`src/rtl/hazard_unit_pkg.sv`:
```
// Shared types and helpers for the pipeline hazard unit: forward-select codes,
// memory-FSM states and register-match helpers.
package hazard_unit_pkg;

    localparam logic [1:0] FWD_RF = 2'b00;
    localparam logic [1:0] FWD_W  = 2'b01;
    localparam logic [1:0] FWD_M  = 2'b10;

    typedef enum logic {
        MEM_IDLE = 1'b0,
        MEM_WAIT = 1'b1
    } memState_t;

    // True when a live (written, non-x0) destination feeds either decode source.
    function automatic logic srcMatch(input logic [4:0] rd, input logic we,
                                      input logic [4:0] rs1, input logic [4:0] rs2);
        return we && (rd != 5'd0) && ((rd == rs1) || (rd == rs2));
    endfunction

    // Memory-stage result has priority over the older writeback result.
    function automatic logic [1:0] fwdSel(input logic [4:0] rs,
                                          input logic [4:0] rdM, input logic weM,
                                          input logic [4:0] rdW, input logic weW);
        if (weM && (rdM != 5'd0) && (rdM == rs))
            return FWD_M;
        else if (weW && (rdW != 5'd0) && (rdW == rs))
            return FWD_W;
        else
            return FWD_RF;
    endfunction

endpackage

```
`src/rtl/mem_stall_fsm.sv`:
```
// Data-memory handshake FSM: holds the pipeline while an access waits for
// MemAckM, abandons it after MEM_TIMEOUT wait cycles and raises a sticky error.
module mem_stall_fsm
    import hazard_unit_pkg::*;
#(
    parameter int MEM_TIMEOUT = 15
) (
    input  logic clk,
    input  logic reset,
    input  logic memReq,
    input  logic memAck,
    output logic memValid,
    output logic memStall,
    output logic memErr
);

    localparam logic [7:0] TIMEOUT_CNT = 8'(MEM_TIMEOUT);

    memState_t  state, stateNext;
    logic [7:0] waitCount, countNext;
    logic       errNext;
    logic       stallRaw;

    // NOTE: state registers use non-blocking assignments so every flop samples
    // pre-edge values; the async clear covers the whole register set.
    always_ff @(posedge clk or negedge reset) begin
        if (!reset) begin
            state     <= MEM_IDLE;
            waitCount <= 8'd0;
            memErr    <= 1'b0;
        end else begin
            state     <= stateNext;
            waitCount <= countNext;
            memErr    <= errNext;
        end
    end

    // NOTE: every output of this block gets a default first so no latch is inferred.
    always_comb begin
        stateNext = state;
        countNext = waitCount;
        errNext   = memErr;
        memValid  = 1'b0;
        stallRaw  = 1'b0;
        case (state)
            MEM_IDLE: begin
                if (memReq) begin
                    memValid = 1'b1;
                    if (!memAck) begin
                        stallRaw  = 1'b1;
                        stateNext = MEM_WAIT;
                    end
                end
            end
            MEM_WAIT: begin
                memValid = 1'b1;
                if (memAck) begin
                    stateNext = MEM_IDLE;
                    countNext = 8'd0;
                end else if (waitCount == TIMEOUT_CNT) begin
                    errNext   = 1'b1;
                    stateNext = MEM_IDLE;
                    countNext = 8'd0;
                end else begin
                    stallRaw  = 1'b1;
                    countNext = waitCount + 8'd1;
                end
            end
            default: stateNext = MEM_IDLE;
        endcase
    end

    // Stall is masked while reset is held so the rest of the pipeline sees none.
    assign memStall = stallRaw & reset;

endmodule

```
`src/rtl/hazard_unit.sv`:
```
// Pipeline hazard unit: operand forwarding, load-use / branch stall-flush and
// memory-wait stalls. Define FORWARDING_EN to enable bypassing; otherwise RAW
// hazards on E/M destinations stall the front end.
module hazard_unit
    import hazard_unit_pkg::*;
#(
    parameter int MEM_TIMEOUT = 15
) (
    input  logic        clk,
    input  logic        reset,
    input  logic [4:0]  Rs1D,
    input  logic [4:0]  Rs2D,
    input  logic [4:0]  Rs1E,
    input  logic [4:0]  Rs2E,
    input  logic [4:0]  RdE,
    input  logic [4:0]  RdM,
    input  logic [4:0]  RdW,
    input  logic        RegWriteE,
    input  logic        RegWriteM,
    input  logic        RegWriteW,
    input  logic        ResultSrcE0,
    input  logic        PCSrcE,
    input  logic        MemReqM,
    input  logic        MemAckM,
    output logic [1:0]  ForwardAE,
    output logic [1:0]  ForwardBE,
    output logic        StallF,
    output logic        StallD,
    output logic        StallE,
    output logic        StallM,
    output logic        StallW,
    output logic        FlushD,
    output logic        FlushE,
    output logic        MemValidM,
    output logic        MemErr,
    output logic [15:0] StallCount
);

    logic memStall;
    logic loadUse;
    logic dataHaz;
    logic hazStall;

    mem_stall_fsm #(.MEM_TIMEOUT(MEM_TIMEOUT)) u_memFsm (
        .clk      (clk),
        .reset    (reset),
        .memReq   (MemReqM),
        .memAck   (MemAckM),
        .memValid (MemValidM),
        .memStall (memStall),
        .memErr   (MemErr)
    );

    assign loadUse = ResultSrcE0 && (RdE != 5'd0) && ((RdE == Rs1D) || (RdE == Rs2D));

`ifdef FORWARDING_EN
    assign ForwardAE = fwdSel(Rs1E, RdM, RegWriteM, RdW, RegWriteW);
    assign ForwardBE = fwdSel(Rs2E, RdM, RegWriteM, RdW, RegWriteW);
    assign dataHaz   = 1'b0;
`else
    // Without bypassing, W-stage results reach decode via regfile write-through.
    assign ForwardAE = FWD_RF;
    assign ForwardBE = FWD_RF;
    assign dataHaz   = srcMatch(RdE, RegWriteE, Rs1D, Rs2D) ||
                       srcMatch(RdM, RegWriteM, Rs1D, Rs2D);
`endif

    assign hazStall = loadUse || dataHaz;

    // A memory wait freezes everything and suppresses flushes; the hazard and
    // branch terms simply re-evaluate once the wait releases.
    assign StallF = memStall || hazStall;
    assign StallD = memStall || hazStall;
    assign StallE = memStall;
    assign StallM = memStall;
    assign StallW = memStall;
    assign FlushD = !memStall && PCSrcE;
    assign FlushE = !memStall && (PCSrcE || hazStall);

    always_ff @(posedge clk or negedge reset) begin
        if (!reset)
            StallCount <= 16'd0;
        else if (StallF && (StallCount != 16'hFFFF))
            StallCount <= StallCount + 16'd1;
    end

endmodule

```
`config.mk`:
```
export PLATFORM = sky130hd
export DESIGN_NAME = hazard_unit
export DESIGN_NICKNAME = d
export VERILOG_FILES = /design/src/rtl/hazard_unit_pkg.sv /design/src/rtl/mem_stall_fsm.sv /design/src/rtl/hazard_unit.sv
export SDC_FILE = /design/constraint.sdc
export NUM_CORES = 1
export LEC_CHECK = 0
export BUFFER_PORTS_ARGS = -buffer_cell sky130_fd_sc_hd__buf_2
export CAP_MARGIN = 30
export CORE_UTILIZATION = 43
export DETAILED_ROUTE_END_ITERATION = 12
export GPL_ROUTABILITY_DRIVEN = 1
export GPL_TIMING_DRIVEN = 0
export PLACE_DENSITY = 0.76
export SLEW_MARGIN = 20
export SYNTH_ARGS = -nofsm -noshare
export SYNTH_HDL_FRONTEND = slang
export SYNTH_SLANG_ARGS = --single-unit
```
`constraint.sdc`:
```
create_clock -name clk -period 1.85 [get_ports clk]
set_input_delay 0 -clock clk [delete_from_list [all_inputs] [get_ports clk]]
set_output_delay 0 -clock clk [all_outputs]
set_load 0.01 [all_outputs]
```
==> results.md <==
- Arrival time worst endpoint: 2200 ps
- Fill cell count: 290
- Clock sink total: 26
- Via count: 1,572
- Critical Path Fanout Max: 8
- Dominant cell type by area after synthesis: dfrtp_1
- FMAX: 494 MHz
- DR WL/cell: 14.9 um
- Nets: 300
- First-pass GRT wire length: 6760 um
- Diode count: 0
- Total track usage: 21.0%
- Flops & latches, synth: 26
- Largest family of logic cells by synthesized area: simple AND/OR/NAND/NOR gates
- Maximum vdd ir drop: 356 uV
- CP cell instances: ha_2 > and4_4 > a211oi_4 > nand2_2 > o221a_4 > buf_12 > buf_4 > nor4_4 > xor2_1
- Synthesized area: 1680 um^2
- Compound-cell area share of the yosys netlist: 6.65%
- HP Class: input port to flip-flop
- Row count: 22
- Status: finished, violations left
- Fin crit share: 109%
- Pleak: 0.00119 uW
- Non-Filler Instances: 300
- Commonest non-fill, non-tap cell in the layout: buf_2
- Root buffer cell: clkbuf_8
- Core ar.: 3690 um^2
- Post-synthesis mux area share: 2.02%
- H-tree depth: 1
- Share of cells above drive strength 1: 48.8%
- Setup WS post-layout: -175 ps
- Hold Fails Final Rpt: 0
- Initial antenna violation count: 0
- Grt ovf: 0
- Synth top area share: 38.8%
- TritonRoute pass-1 iters: 4
- Crit-path slowest cell: dfrtp_1
- Max capacitance violation total: 0
- Starting DRT DRC Count: 129
- Final Critical Period: 2020 ps
- RD Place Congestion: 0.764
- Final ANT Viol Nets: 0
- # IOs: 73
- Synth Area in XOR/XNOR: 19.9%
- Most frequent cells in the layout: 48 x buf_2, 36 x xor2_1, 31 x buf_4
- Synth warn: 0
- Vert. Die Dim: 64.4 um
- RSZ-0062 raised after global routing: true
- Die width: 64.4 um
- Crit path kind: flip-flop to flip-flop
- CP peak stage delay: 390 ps
- Power Dens Cells: 712 nW/um^2
- Critical path required time: 2030 ps
- Vias in the first global route: 1,452
- Synth area leaders: dfrtp_1 39%, xor2_1 19%, nor4_2 4.5%
- Detailed Place HPWL: 2610 um
- CTS tree: done
- Worst Setup End Kind: flip-flop
- Num CTS Buffers: 3
- Violated checks: setup timing
- Syn Area/Cell: 10.0 um^2
- Worst Setup Start Kind: flip-flop
- Largest net degree at the start of global routing: 27
- Residual DRC: 0
- Vias per std cell: 5.24
- Initial Util: 45.4%
- Clock skew: 4.36 ps
- Setup TNS: -1430 ps
- Final Slew Violations: 0
- Adder-Cell Fraction of Synth Area: 1.49%
- Layout area overhead: 48.2%
- Reg clk slew, reported paths: 80 ps
- Die area: 4150 um^2
- Post-placement cell count: 270
- Synth Instances: 167
- Synth Area in Simple Gates: 24.8%
- Yosys cell types: 38
- Final setup fails: 20
- Share of synthesized area occupied by flip-flops and latches: 38.8%
- Routed WL: 4460 um
- PortBufs: 52
- Maximum root-to-sink buffer count: 2
- Worst-skew pair later-pin latency: 270 ps
==> worst max-delay path: cells and delay by family (launching register included) <==
family                     cells  cell delay [ps]
AOI/OAI and AO/OA              2              410
xor gates and xnor gates       1              240
adders and majority gates      1              190
buffers and inverters          2              280
DFF                            1              390
and+or+nand+nor                3              420
==> layer usage <==
metal	GRT usage, %	up-vias	share of wire (%)
li1	-	740	-
met1	27.1	749	40
met2	36.1	69	51
met3	3.17	14	5.8
met4	6.39	0	2.9
met5	0	-	0
==> flip-flops by register name, summed over array words and instances, names as in the netlist <==
register	count
u_memFsm.state	1
u_memFsm.memErr	1
StallCount	16
u_memFsm.waitCount	8
==> path summary, 6_finish.rpt <==
kind | startpoint | end | slack (ps) | cells after the start
worst min-delay path | MemReqM | u_memFsm.state$_DFF_PN0_ | 190 | 3
worst max register to register | u_memFsm.waitCount[0]$_DFFE_PN0P_ | StallCount[6]$_DFFE_PN0P_ | -170 | 9
max in group asynchronous | reset | u_memFsm.waitCount[5]$_DFFE_PN0P_ | 1390 | 3
min in group asynchronous | reset | StallCount[15]$_DFFE_PN0P_ | 300 | 3
worst max-delay path | u_memFsm.waitCount[0]$_DFFE_PN0P_ | StallCount[6]$_DFFE_PN0P_ | -170 | 9
worst min register to register | StallCount[10]$_DFFE_PN0P_ | StallCount[10]$_DFFE_PN0P_ | 480 | 1
==> logic make-up after synthesis <==
| family | count (synthesis) |
|---|---|
| buffers and inverters | 17 |
| and+or+nand+nor | 66 |
| muxes | 3 |
| AOI/OAI and AO/OA | 14 |
| xor gates and xnor gates | 38 |
| other | 1 |
| DFF | 26 |
| adders and majority gates | 2 |
==> cells in the mapped netlist <==
cell,number
nand4_1,2
and4_4,1
mux2_2,2
buf_2,1
ha_1,2
nand3_2,1
buf_6,1
buf_4,8
a22oi_1,2
a41o_1,1
and2_1,2
xnor2_1,2
conb_1,1
a211oi_2,1
dfrtp_1,26
nor3_2,1
nand3_1,8
xor2_1,36
o21ai_0,3
o31ai_1,1
nand3b_1,2
nor4_4,1
nor2_1,14
and4_1,2
inv_1,7
nor3_1,7
nor3b_1,1
nor4_1,1
nand2_1,11
o221a_4,1
and3_1,1
o21bai_1,1
o21ai_1,1
o22ai_1,3
nor4_2,6
or4_1,2
nor4b_1,3
mux2_1,1
==> stage by stage <==
stage | area [um^2] | total power (uW) | utilization [%] | hold WS (ps) | setup slack, ps
final | 2480 | 1770 | 67.3 | 188 | -175
after global routing | 2480 | 1880 | 67.3 | 213 | -232
after detailed placement | 2030 | 1280 | 55.2 | 42.8 | -295
after CTS | 2350 | 1680 | 63.7 | 188 | -149
after global placement | 2030 | 1270 | 55.2 | 38.6 | -218
after floorplan | 1710 | 1070 | - | -296 | -6.64
==> final cells by class <==
class	count	area, um^2	share of cell area, %
multi-input combinational	127	1100	44.2
sequential	26	656	26.4
timing repair buffer	79	509	20.5
buffer	10	91.3	3.68
tap	48	60.1	2.42
clock buffer	3	41.3	1.66
inverter	7	28.8	1.16
==> where the power goes <==
part	leakage (uW)	internal (uW)	switching [uW]
Combinational	0.000833	333	312
Clock	0.0000216	146	167
Sequential	0.000334	673	136
==> what timing repair did <==
action,4_1_cts,5_1_grt
cloned,2,0
pin swaps,18,14
hold buffers,3,0
hold endpoints to repair,27,0
gates resized for setup,23,18
endpoints found under the setup margin,20,21
buffers inserted,11,12
No activity file was read; power rests on OpenSTA's default activity.
